**config.mk**
```make
export PLATFORM = sky130hd
export DESIGN_NAME = dmem_bridge_flat
export DESIGN_NICKNAME = d
export VERILOG_FILES = /design/src/rtl/dmem_bridge_pkg.sv /design/src/rtl/dmem_bridge_if.sv /design/src/rtl/dmem_bridge_watchdog_counter.sv /design/src/rtl/dmem_bridge.sv /design/src/flat_wrapper.sv
export SDC_FILE = /design/constraint.sdc
export NUM_CORES = 1
export LEC_CHECK = 0
export ABC_AREA = 1
export BUFFER_PORTS_ARGS = -buffer_cell sky130_fd_sc_hd__buf_2
export CORE_ASPECT_RATIO = 0.75
export CORE_MARGIN = 4
export CORE_UTILIZATION = 35
export DETAILED_ROUTE_END_ITERATION = 10
export MAX_ROUTING_LAYER = met4
export PLACE_DENSITY = 0.66
export SLEW_MARGIN = 15
export SYNTH_ARGS = -nofsm -noshare
export SYNTH_HDL_FRONTEND = slang
export SYNTH_SLANG_ARGS = --single-unit
export TNS_END_PERCENT = 30
```
**constraint.sdc**
```tcl
create_clock -name clk_in -period 2.1 [get_ports clk_in]
set_input_delay 0.105 -clock clk_in [delete_from_list [all_inputs] [get_ports clk_in]]
set_output_delay 0.105 -clock clk_in [all_outputs]
set_load 0.05 [all_outputs]
```
**src/rtl/dmem_bridge_pkg.sv**
```systemverilog
// Shared types and constants for the data-memory bridge: FSM encoding,
// the error word returned on a bus timeout, and address alignment.
package dmem_bridge_pkg;

  typedef enum logic [1:0] {
    IDLE = 2'd0,
    REQ  = 2'd1,
    WAIT = 2'd2,
    DONE = 2'd3
  } dmem_bridge_state_t;

  localparam logic [31:0] DMEM_ERR_DATA = 32'hDEADBEEF;

  function automatic logic [31:0] word_align(input logic [31:0] addr);
    return {addr[31:2], 2'b00};
  endfunction

endpackage

```
**src/rtl/dmem_bridge_if.sv**
```systemverilog
// Core dmem port plus valid/ready memory bus, bundled for the bridge.
// master = bridge side, slave = core/bus environment side.
interface dmem_bridge_if;

  logic [31:0] dmem_addr_in;
  logic [31:0] dmem_data_in;
  logic [3:0]  dmem_write_enable_in;
  logic        dmem_read_in;
  logic [31:0] dmem_data_out;
  logic        stall_out;

  logic        mem_valid_out;
  logic        mem_ready_in;
  logic        mem_we_out;
  logic [31:0] mem_addr_out;
  logic [31:0] mem_wdata_out;
  logic [3:0]  mem_wstrb_out;
  logic        mem_rvalid_in;
  logic [31:0] mem_rdata_in;
  logic        err_out;

  modport master (
    input  dmem_addr_in, dmem_data_in, dmem_write_enable_in, dmem_read_in,
    input  mem_ready_in, mem_rvalid_in, mem_rdata_in,
    output dmem_data_out, stall_out,
    output mem_valid_out, mem_we_out, mem_addr_out, mem_wdata_out, mem_wstrb_out,
    output err_out
  );

  modport slave (
    output dmem_addr_in, dmem_data_in, dmem_write_enable_in, dmem_read_in,
    output mem_ready_in, mem_rvalid_in, mem_rdata_in,
    input  dmem_data_out, stall_out,
    input  mem_valid_out, mem_we_out, mem_addr_out, mem_wdata_out, mem_wstrb_out,
    input  err_out
  );

endinterface

```
**src/rtl/dmem_bridge_watchdog_counter.sv**
```systemverilog
// Cycle counter that flags expiry once it reaches TIMEOUT_CYCLES.
// With TIMEOUT_CYCLES = 0 no counter exists and it never expires.
module watchdog_counter #(
  parameter int TIMEOUT_CYCLES = 64
) (
  input  logic clk_in,
  input  logic rst_n_in,
  input  logic clear,
  input  logic enable,
  output logic expired
);

  generate
    if (TIMEOUT_CYCLES == 0) begin : g_off
      logic unused_inputs;
      assign unused_inputs = ^{clk_in, rst_n_in, clear, enable};
      assign expired = 1'b0;
    end else begin : g_on
      localparam int W = $clog2(TIMEOUT_CYCLES + 1);
      localparam logic [W-1:0] LIMIT = W'(TIMEOUT_CYCLES);

      logic [W-1:0] count_reg;

      // Saturates at LIMIT so a stalled enable cannot wrap past expiry
      always_ff @(posedge clk_in or negedge rst_n_in) begin
        if (!rst_n_in) begin
          count_reg <= '0;
        end else if (clear) begin
          count_reg <= '0;
        end else if (enable && (count_reg != LIMIT)) begin
          count_reg <= count_reg + 1'b1;
        end
      end

      assign expired = (count_reg == LIMIT);
    end
  endgenerate

endmodule

```
**src/rtl/dmem_bridge.sv**
```systemverilog
// Bridges the core's single-cycle dmem port onto a variable-latency
// valid/ready bus, stalling the core while a transaction is in flight.
module dmem_bridge
  import dmem_bridge_pkg::*;
#(
  parameter int TIMEOUT_CYCLES = 64
) (
  input logic           clk_in,
  input logic           rst_n_in,
  dmem_bridge_if.master bus
);

  dmem_bridge_state_t state_reg, state_next;

  logic [31:0] addr_reg;
  logic [31:0] wdata_reg;
  logic [3:0]  wstrb_reg;
  logic        we_reg;
  logic [31:0] rdata_reg, rdata_next;
  logic        err_reg, err_next;

  logic request;
  logic latch_en;
  logic wd_clear;
  logic wd_enable;
  logic expired;
  logic stall;
  logic valid;

  assign request = (|bus.dmem_write_enable_in) || bus.dmem_read_in;

  watchdog_counter #(
    .TIMEOUT_CYCLES(TIMEOUT_CYCLES)
  ) u_watchdog (
    .clk_in   (clk_in),
    .rst_n_in (rst_n_in),
    .clear    (wd_clear),
    .enable   (wd_enable),
    .expired  (expired)
  );

  always_comb begin
    state_next = state_reg;
    rdata_next = rdata_reg;
    err_next   = err_reg;
    latch_en   = 1'b0;
    wd_clear   = 1'b0;
    wd_enable  = 1'b0;
    stall      = 1'b0;
    valid      = 1'b0;

    case (state_reg)
      IDLE: begin
        stall = request;
        if (request) begin
          latch_en   = 1'b1;
          wd_clear   = 1'b1;
          state_next = REQ;
        end
      end

      REQ: begin
        stall     = 1'b1;
        wd_enable = 1'b1;
        // Timeout outranks a same-cycle ready: the request is withdrawn
        if (expired) begin
          rdata_next = DMEM_ERR_DATA;
          err_next   = 1'b1;
          state_next = DONE;
        end else begin
          valid = 1'b1;
          if (bus.mem_ready_in) begin
            state_next = we_reg ? DONE : WAIT;
          end
        end
      end

      WAIT: begin
        stall     = 1'b1;
        wd_enable = 1'b1;
        if (expired) begin
          rdata_next = DMEM_ERR_DATA;
          err_next   = 1'b1;
          state_next = DONE;
        end else if (bus.mem_rvalid_in) begin
          rdata_next = bus.mem_rdata_in;
          state_next = DONE;
        end
      end

      DONE: begin
        state_next = IDLE;
      end

      default: begin
        state_next = IDLE;
      end
    endcase
  end

  always_ff @(posedge clk_in or negedge rst_n_in) begin
    if (!rst_n_in) begin
      state_reg <= IDLE;
      addr_reg  <= '0;
      wdata_reg <= '0;
      wstrb_reg <= '0;
      we_reg    <= 1'b0;
      rdata_reg <= '0;
      err_reg   <= 1'b0;
    end else begin
      state_reg <= state_next;
      rdata_reg <= rdata_next;
      err_reg   <= err_next;
      // A read-only request has zero strobes, so wstrb is naturally 0 for reads
      if (latch_en) begin
        addr_reg  <= word_align(bus.dmem_addr_in);
        wdata_reg <= bus.dmem_data_in;
        wstrb_reg <= bus.dmem_write_enable_in;
        we_reg    <= |bus.dmem_write_enable_in;
      end
    end
  end

  assign bus.stall_out     = stall;
  assign bus.mem_valid_out = valid;
  assign bus.mem_we_out    = we_reg;
  assign bus.mem_addr_out  = addr_reg;
  assign bus.mem_wdata_out = wdata_reg;
  assign bus.mem_wstrb_out = wstrb_reg;
  assign bus.dmem_data_out = rdata_reg;
  assign bus.err_out       = err_reg;

endmodule
```
**src/flat_wrapper.sv**
```systemverilog
// flat-port wrapper written by rule: the top's interface ports become plain ports
module dmem_bridge_flat import dmem_bridge_pkg::*;
#(
  parameter int TIMEOUT_CYCLES = 64
)
  (clk_in, rst_n_in, bus_dmem_addr_in, bus_dmem_data_in, bus_dmem_write_enable_in, bus_dmem_read_in, bus_mem_ready_in, bus_mem_rvalid_in, bus_mem_rdata_in, bus_dmem_data_out, bus_stall_out, bus_mem_valid_out, bus_mem_we_out, bus_mem_addr_out, bus_mem_wdata_out, bus_mem_wstrb_out, bus_err_out);
  dmem_bridge_if bus_i ();
  input logic clk_in;
  input logic rst_n_in;
  input wire logic [$bits(bus_i.dmem_addr_in)-1:0] bus_dmem_addr_in;
  input wire logic [$bits(bus_i.dmem_data_in)-1:0] bus_dmem_data_in;
  input wire logic [$bits(bus_i.dmem_write_enable_in)-1:0] bus_dmem_write_enable_in;
  input wire logic [$bits(bus_i.dmem_read_in)-1:0] bus_dmem_read_in;
  input wire logic [$bits(bus_i.mem_ready_in)-1:0] bus_mem_ready_in;
  input wire logic [$bits(bus_i.mem_rvalid_in)-1:0] bus_mem_rvalid_in;
  input wire logic [$bits(bus_i.mem_rdata_in)-1:0] bus_mem_rdata_in;
  output wire logic [$bits(bus_i.dmem_data_out)-1:0] bus_dmem_data_out;
  output wire logic [$bits(bus_i.stall_out)-1:0] bus_stall_out;
  output wire logic [$bits(bus_i.mem_valid_out)-1:0] bus_mem_valid_out;
  output wire logic [$bits(bus_i.mem_we_out)-1:0] bus_mem_we_out;
  output wire logic [$bits(bus_i.mem_addr_out)-1:0] bus_mem_addr_out;
  output wire logic [$bits(bus_i.mem_wdata_out)-1:0] bus_mem_wdata_out;
  output wire logic [$bits(bus_i.mem_wstrb_out)-1:0] bus_mem_wstrb_out;
  output wire logic [$bits(bus_i.err_out)-1:0] bus_err_out;
  assign bus_i.dmem_addr_in = bus_dmem_addr_in;
  assign bus_i.dmem_data_in = bus_dmem_data_in;
  assign bus_i.dmem_write_enable_in = bus_dmem_write_enable_in;
  assign bus_i.dmem_read_in = bus_dmem_read_in;
  assign bus_i.mem_ready_in = bus_mem_ready_in;
  assign bus_i.mem_rvalid_in = bus_mem_rvalid_in;
  assign bus_i.mem_rdata_in = bus_mem_rdata_in;
  assign bus_dmem_data_out = bus_i.dmem_data_out;
  assign bus_stall_out = bus_i.stall_out;
  assign bus_mem_valid_out = bus_i.mem_valid_out;
  assign bus_mem_we_out = bus_i.mem_we_out;
  assign bus_mem_addr_out = bus_i.mem_addr_out;
  assign bus_mem_wdata_out = bus_i.mem_wdata_out;
  assign bus_mem_wstrb_out = bus_i.mem_wstrb_out;
  assign bus_err_out = bus_i.err_out;
  dmem_bridge #(.TIMEOUT_CYCLES(TIMEOUT_CYCLES)) u_core (.clk_in(clk_in), .rst_n_in(rst_n_in), .bus(bus_i));
endmodule
```
# --- Yosys cells after proc, flatten, opt, wreduce, memory -nomap -nowiden ---
# Index checks and enable logic that the tools add are counted.
word_totals:
  ff_bits: 109
  in_bits: 105
  output_inout_bits: 104
  elab_cells: 47
classes:
  add_sub_neg: 1
  eq_ne: 9
  n_mux: 19
  n_reduce_logical: 10
op_table:
  columns: ["cell", "count"]
  rows:
  - ["32-bit two-way mux", 3]
  - ["32-bit one-hot mux with 2 select lines", 1]
  - ["7-bit two-way mux", 2]
  - ["2-bit two-way mux", 5]
  - ["2-bit one-hot mux with 4 select lines", 1]
  - ["7-bit by 1-bit adder with 7-bit output, second input constant", 1]
  - ["7-bit equality test, second input constant", 1]
  - ["7-bit != test, second input constant", 1]
  - ["1-bit two-way mux", 6]
  - ["3-bit by 2-bit != test with 1-bit output, second input constant", 2]
  - ["3-bit AND reduction", 2]
  - ["2-bit equality test, second input constant", 2]
  - ["2-bit by 1-bit != test with 1-bit output, second input constant", 2]
  - ["2-bit nonzero test", 2]
  - ["4-bit OR reduction", 1]
  - ["2-bit by 1-bit equality test with 1-bit output, second input constant", 1]
  - ["2-bit logical NOT", 1]
  - ["1-bit one-hot mux with 2 select lines", 1]
  - ["2-bit AND reduction", 1]
  - ["2-bit OR reduction", 1]
  - ["1-bit logical AND", 1]
  - ["1-bit logical OR", 1]

# --- Longest topological paths before layout ---
# Gate-level depths: netlist of run 1.
logic_depth:
  depth_word: 6
  mapped_depth: 10
  mapped_depth_nobuf: 10

# --- Cells and area by module ---
# From an unflattened synthesis of run 1, not the netlist that was laid out.
hier_totals:
  cells_unflattened: 538
  area_unflattened_um2: 4595.7
modules_own_cells:
  columns: ["module", "n_inst", "cells_per_inst", "area_per_inst_um2", "seq_area_each_um2"]
  rows:
  - ["dmem_bridge", 1, 470, 4125.2, 2552.4]
  - ["watchdog_counter", 1, 68, 470.5, 175.2]

# --- Worst setup path before layout of run 1 ---
# OpenSTA, ideal clock, no wires.
synth_timing:
  kind: "register to output"
  startpoint: "reg u_core.state_reg[0]"
  endpoint: "out bus_stall_out"
  t_arrival_ns: 1.915
  t_required_ns: 1.995
  setup_slack_ns: 0.080
  stages_incl_launch_ff: 7
  path_buffers: 2
  cell_sequence: "dfrtp_1 -> inv_1 -> ha_1 -> nand2_2 -> buf_4 -> buf_4 -> a21oi_1"
synth_between:
  elab_chain_len: 3
  word_cells_on_any_way: 5
  classes_between: "2 x eq/ne; 1 x mux; 2 x reduce/logical"
synth_rtl:
  columns: ["item", "line_no", "text"]
  rows:
  - ["from (decl)", "dmem_bridge.sv:13", "dmem_bridge_state_t state_reg, state_next;"]
  - ["from (signal assigned)", "dmem_bridge.sv:111", "state_reg <= state_next;"]
  - ["2-bit by 1-bit equality test with 1-bit output or 2-bit equality test (tied branches)", "dmem_bridge.sv:52", "case (state_reg)"]
  - ["2-bit OR reduction (no line)", null, null]
  - ["1-bit one-hot mux with 2 select lines *", "dmem_bridge.sv:52", null]
  - ["to (decl)", "flat_wrapper.sv:18", "output wire logic [$bits(bus_i.stall_out)-1:0] bus_stall_out;"]
# Mark *: on every way between the ends. The rest lies on a longest branch, timed or not.

# --- Worst setup path after layout of run 1 ---
# Ends and elaborated chain as after synthesis.

==> flow_metrics.env, run 1 <==
export IMPL_result_of_the_run="complete, no violations"
export IMPL_tritoncts="built"
export IMPL_combinational_family_with_the_most_area_after_synthesis="simple AND/OR/NAND/NOR gates"
export IMPL_yosys_area_top_type="dfrtp_1"
export IMPL_comb_power_share_pct=59.3
export IMPL_hold_class="input port to flip-flop"
export IMPL_wl_mm=12.3
export IMPL_worst_setup_path_end_kind="output pin"
export IMPL_ir_drop_mv=1.21
export IMPL_timing_hold_violations_final=0
export IMPL_dp_final_hpwl_mm=7.99
export IMPL_fillCellCount=1166
export IMPL_insertion_delay_ns=0.33
export IMPL_p_sw_uw=7030
export IMPL_pin_count=209
export IMPL_timing_final_setup_violations=0
export IMPL_clock_skew_ns=0.00637
export IMPL_clock_sink_count=109
export IMPL_cp_data_required_time_ns=2.00
export IMPL_die_y_um=108
export IMPL_post_place_instance_area_um2=5800
export IMPL_grt_start_max_net_pins=96
export IMPL_grt_usage_pct=16.7
export IMPL_relSlewSlack_pct=66.0
export IMPL_synthSimpleGateAreaFrac_pct=26.7
export IMPL_rsz0062_at_grt="false"
export IMPL_proportion_of_layout_cells_with_a_drive_suffix_above_1_pct=32.9
export IMPL_crit_path_start_kind="flip-flop"
export IMPL_synth_async_sr_flop_share_pct=100
export IMPL_synth_enable_flop_cells=0
export IMPL_route_vias_total=4145
export IMPL_crit_slowest_cell="dfrtp_1"
export IMPL_initial_utilization_pct=35.9
export IMPL_first_global_vias=4192
export IMPL_grt_overflow=0
export IMPL_period_share_pct=91.1
export IMPL_cell_with_the_most_instances_after_synthesis="nand2_1"
export IMPL_core_rowCount=36
export IMPL_clkSlewWorstSetupHoldPaths_ns=0.07
export IMPL_drt_iter0_drc=185
export IMPL_yosys_area_share_adder_pct=1.87
export IMPL_timing_critical_path_cells="inv_1 -> ha_1 -> nand2_4 -> a21oi_1 -> buf_2"
export IMPL_design_die_area_um2=15300
export IMPL_synth_compound_gate_area_share_pct=6.43
export IMPL_tns_ns=0
export IMPL_synthTopCellsByCount="nand2_1, dfrtp_1, nor2_1, o21ai_2, inv_1"
export IMPL_ctsHtreeMaxLevel=3
export IMPL_report_final_slew_viol_count=0
export IMPL_via_per_inst=4.31
export IMPL_port_buffers=204
export IMPL_drt_wirelength_per_cell_um=12.8
export IMPL_cap_violations=0
export IMPL_synthesis_area_um2=4690
export IMPL_worst_slew_pin_slew_ns=0.509
export IMPL_ys_seq_area_share_pct=58.1
export IMPL_cts_path_max_buffers=2
export IMPL_clockPowerShare_pct=12.7
export IMPL_post_synth_xor_area_fraction_pct=0.560
export IMPL_p_seq_share_pct=28.0
export IMPL_crit_arrival_ns=1.81
export IMPL_cts_setup_buffers=0
export IMPL_critical_path_max_stage_delay_ns=0.43
export IMPL_first_pass_iters=4
export IMPL_num_cts_buffers=9
export IMPL_number_of_antenna_violations_at_the_first_check_in_global_routing=0
export IMPL_finalNetCount=899
export IMPL_ys_flop_type="dfrtp_1"
export IMPL_clock_tree_root_cell="clkbuf_16"
export IMPL_cp_max_fo=17
export IMPL_fmaxAchievable_ghz=0.523
export IMPL_final_design_area_no_fill_um2=6780
export IMPL_p_int_uw=5870
export IMPL_antenna_cells=0
export IMPL_power_leakage_uw=0.00375
export IMPL_post_route_min_period_ns=1.91
export IMPL_muxShareOfSynthArea_pct=0
export IMPL_crit_type="flip-flop to output pin"
export IMPL_ant_nets=0
export IMPL_areaGrowthSynthToFinish_pct=44.5
export IMPL_power_per_cell_area_nw_per_um2=1900
export IMPL_postLayoutCoreUtil_pct=51.9
export IMPL_syn_avg_cell_area_um2=9.04
export IMPL_gpl_final_weighted_congestion=0.785
export IMPL_yosys_top_cells_area="dfrtp_1, nand2_1, o21ai_2"
export IMPL_grt_first_pass_wirelength_mm=20.2
export IMPL_yosys_warnings=0
export IMPL_coreArea_um2=13100
export IMPL_synthDominantCellAreaShare_pct=58.1
export IMPL_netSwitchingFraction_pct=54.5
export IMPL_ys_ff_latch=109
export IMPL_drc=0
export IMPL_die_w_um=142
export IMPL_post_synth_num_cell_types=26
export IMPL_netlist_instances=519
routing by layer:
layer | wire length [µm] | vias to the layer above | global-route usage (%)
li1 | - | 2122 | -
met1 | 5410 | 1875 | 21.1
met2 | 6010 | 132 | 27.6
met3 | 727 | 16 | 3.89
met4 | 149 | 0 | 3.56
met5 | 0 | - | -
power groups by stage:
stage | sequential, µW | combinational [µW] | clock, µW
2_1_floorplan | 6750 | 2950 | 0
3_3_place_gp | 3620 | 7540 | 0
3_5_place_dp | 3610 | 7640 | 0
4_1_cts | 3610 | 7720 | 1710
5_1_grt | 3740 | 8280 | 1780
6_report | 3610 | 7650 | 1640
layout by cell type (no fill, tap or decap), types with 2 or more instances in the layout:
cell,n
buf_12,3
buf_2,203
buf_4,6
clkbuf_1,2
clkbuf_16,9
clkinvlp_4,2
conb_1,2
dfrtp_1,109
dlygate4sd3_1,69
ha_1,7
inv_1,16
nand2_1,259
nand2_2,5
nand2_4,3
nand3_1,10
nand4_1,3
nor2_1,32
nor2_2,2
o21ai_0,10
o21ai_1,6
o21ai_2,23
xnor2_1,2
cells by family after synthesis:
group | count (synthesis)
DFF | 109
other | 1
buffers and inverters | 42
xor gates and xnor gates | 3
AOI/OAI and AO/OA | 42
and+or+nand+nor | 315
adders and majority gates | 7
critical path: cells and delay by family (launching register included):
| kind | cells | cell delay, ns |
|---|---|---|
| fa+ha+maj | 1 | 0.29 |
| simple gates | 1 | 0.19 |
| buf+inv | 2 | 0.41 |
| compound gates | 1 | 0.16 |
| flops | 1 | 0.43 |
final timing paths:
path | from | to | slack (ns) | cells past startpoint
setup / recovery | u_core.state_reg[0] | bus_stall_out | 0.19 | 5
hold / removal | bus_mem_rdata_in[29] | u_core.bus.dmem_data_out[29] | 0.02 | 3
setup reg to reg | u_core.state_reg[0] | u_core.bus.dmem_data_out[8] | 0.31 | 8
hold reg to reg | u_core.bus.err_out | u_core.bus.err_out | 0.47 | 1
max in group asynchronous | rst_n_in | u_core.bus.dmem_data_out[25] | 1.18 | 3
min in group asynchronous | rst_n_in | u_core.bus.mem_addr_out[4] | 0.16 | 2
timing repair:
item	in CTS	in global routing
endpoints found under the setup margin	0	1
gates resized for setup	0	1
hold buffers	69	0
endpoints found under the hold margin	82	0
cell type report:
type	instances	area [µm²]	share of cell area [%]
well taps	171	214	3.16
inverters	17	63.8	0.941
flip-flops and latches	109	2730	40.2
clock inverters	4	50.0	0.738
repair buffers	281	1810	26.7
multi-input cells	369	1680	24.8
clock buffers	11	233	3.43
per-stage QoR:
step	instances	setup slack, ns	hold WS, ns	power [µW]
floorplan	520	0.0799	-0.191	9700
global placement	878	0.351	-0.0291	11200
detailed placement	878	0.297	-0.0281	11200
CTS	962	0.0552	0.000458	13000
global route	962	0.0573	0.0159	13800
finish	962	0.187	0.0154	12900
Power figures use the tool's default switching activity.
==> run 2, diff against run 1 <==
Settings changed: CORE_UTILIZATION 35 to 45, PLACE_DENSITY 0.66 to 0.81.
==> run 2 against run 1 <==
Compared with the run above:
- global-route usage rose by 5.5 points
- register-to-register slack got worse by 0.07 ns
- sequential cell count did not move
- wire length rose by 8.1%
- worst hold slack improved by 0.0076 ns
- via count rose by 7.0%
==> flow_metrics.env, run 2 (same netlist as run 1, synthesis figures left out) <==
export IMPL_result_of_the_run="complete, no violations"
export IMPL_antenna_cells=0
export IMPL_clock_skew_ns=0.00598
export IMPL_pin_count=209
export IMPL_endpoint="bus_stall_out"
export IMPL_timing_rr_start="u_core.state_reg[0]"
export IMPL_crit_type="flip-flop to output pin"
export IMPL_proportion_of_layout_cells_with_a_drive_suffix_above_1_pct=33.0
export IMPL_post_place_instance_area_um2=5720
export IMPL_tritoncts="built"
export IMPL_tns_ns=0
export IMPL_critical_path_top_delay_family="buffers and inverters"
export IMPL_mostFrequentLayoutCell="nand2_1"
export IMPL_die_w_um=126
export IMPL_power_per_cell_area_nw_per_um2=1950
export IMPL_cts_path_max_buffers=2
export IMPL_insertion_delay_ns=0.34
export IMPL_clock_sink_count=109
export IMPL_first_pass_iters=5
export IMPL_cap_violations=0
export IMPL_port_buffers=204
export IMPL_core_rowCount=31
export IMPL_cp_num_cells=6
export IMPL_final_cell_mix="nand2_1, buf_2, dfrtp_1"
export IMPL_worstRegToRegCells=7
export IMPL_cp_data_required_time_ns=2.00
export IMPL_crit_path_start_kind="flip-flop"
export IMPL_coreArea_um2=9890
export IMPL_timing_critical_path_cells="inv_1 -> ha_2 -> nand2_2 -> buf_8 -> a21oi_1 -> clkbuf_4"
export IMPL_timing_final_setup_violations=0
export IMPL_crit_slowest_cell="dfrtp_1"
export IMPL_critical_path_reg2reg_endpoint="u_core.bus.mem_addr_out[20]"
export IMPL_num_cts_buffers=9
export IMPL_relSlewSlack_pct=55.5
export IMPL_timing_hold_violations_final=0
export IMPL_fmaxAchievable_ghz=0.509
export IMPL_die_y_um=96.4
export IMPL_grt_usage_pct=22.2
export IMPL_dp_final_hpwl_mm=8.49
export IMPL_clock_tree_root_cell="clkbuf_16"
export IMPL_post_route_min_period_ns=1.97
export IMPL_critical_path_max_stage_delay_ns=0.44
export IMPL_crit_arrival_ns=1.86
export IMPL_period_share_pct=93.6
export IMPL_via_per_inst=4.82
export IMPL_drt_wirelength_per_cell_um=14.5
export IMPL_route_vias_total=4435
export IMPL_rsz0062_at_grt="false"
export IMPL_ir_drop_mv=1.00
export IMPL_ctsHtreeMaxLevel=3
export IMPL_report_final_slew_viol_count=0
export IMPL_grt_overflow=0
export IMPL_worst_slew_pin_slew_ns=0.667
export IMPL_initial_utilization_pct=47.4
export IMPL_ant_nets=0
export IMPL_grt_first_pass_wirelength_mm=21.1
export IMPL_design_die_area_um2=12100
export IMPL_final_design_area_no_fill_um2=6750
export IMPL_clkSlewWorstSetupHoldPaths_ns=0.07
export IMPL_setup_reg_to_reg_worst_slack_ns=0.24
export IMPL_crit_start="u_core.state_reg[0]"
export IMPL_worst_setup_path_end_kind="output pin"
export IMPL_wl_mm=13.3
export IMPL_first_global_vias=4488
export IMPL_gpl_final_weighted_congestion=0.886
export IMPL_areaGrowthSynthToFinish_pct=43.8
export IMPL_drt_iter0_drc=247
export IMPL_number_of_antenna_violations_at_the_first_check_in_global_routing=0
export IMPL_timing_critical_path_buf_inv=3
export IMPL_cp_max_fo=44
export IMPL_finalNetCount=896
export IMPL_power_leakage_uw=0.00375
export IMPL_drc=0
export IMPL_hold_class="input port to flip-flop"
export IMPL_grt_start_max_net_pins=66
run 2: power by group:
part | internal (µW) | switching (µW) | total, µW
Clock | 1080 | 729 | 1800
Combinational | 1810 | 5870 | 7690
Sequential | 3100 | 552 | 3650
run 2: worst min-delay path by stage:
stage / from / end / slack, ns / cells after the start
2_1_floorplan: rst_n_in / u_core.bus.dmem_data_out[0] / -0.19 / 0
3_3_place_gp: rst_n_in / u_core.bus.mem_wdata_out[9] / 0.09 / 1
3_5_place_dp: rst_n_in / u_core.bus.mem_wdata_out[9] / 0.09 / 1
4_1_cts: bus_mem_rdata_in[14] / u_core.bus.dmem_data_out[14] / 0.006 / 3
5_1_grt: bus_mem_rdata_in[24] / u_core.bus.dmem_data_out[24] / 0.02 / 3
6_report: bus_mem_rdata_in[24] / u_core.bus.dmem_data_out[24] / 0.02 / 3
run 2: timing repair:
action,CTS,global route
setup buffers,0,0
endpoints found under the hold margin,100,0
resized for setup,1,5
hold buffers,69,0
endpoints found under the setup margin,1,66
run 2: area by class of cell:
cell class | instances | area [µm²]
fill | 728 | 3150
sequential | 109 | 2730
timing repair buffer | 278 | 1790
multi-input combinational | 369 | 1680
clock buffer | 10 | 239
tap | 132 | 165
clock inverter | 5 | 83.8
inverter | 17 | 66.3
run 2: through the flow:
| step | worst slack (ns) | power (µW) | hold slack [ns] | utilization (%) | instances |
|---|---|---|---|---|---|
| 3_5_place_dp | 0.103 | 11200 | 0.0903 | 57.8 | 836 |
| 6_report | 0.134 | 13100 | 0.0231 | 68.2 | 920 |
| 2_1_floorplan | 0.0799 | 9700 | -0.191 | - | 520 |
| 3_3_place_gp | 0.187 | 11000 | 0.0856 | 57.8 | 836 |
| 4_1_cts | 0.0612 | 13100 | 0.00594 | 68.1 | 920 |
| 5_1_grt | 0.0444 | 13900 | 0.0203 | 68.2 | 920 |
run 2: worst register-to-register path: cells and delay by family, from the launching register on:
kind          cells  cell delay (ns)
simple gates      3             0.39
fa+ha+maj         1             0.23
buf+inv           3             0.76
flops             1             0.43
run 2: metal layers:
metal,wire (µm),global-route usage [%],vias up
met5,0,-,-
met4,200,6.07,0
met3,1200,6.04,20
met2,6630,38.8,232
met1,5270,25.7,2063
li1,-,-,2120
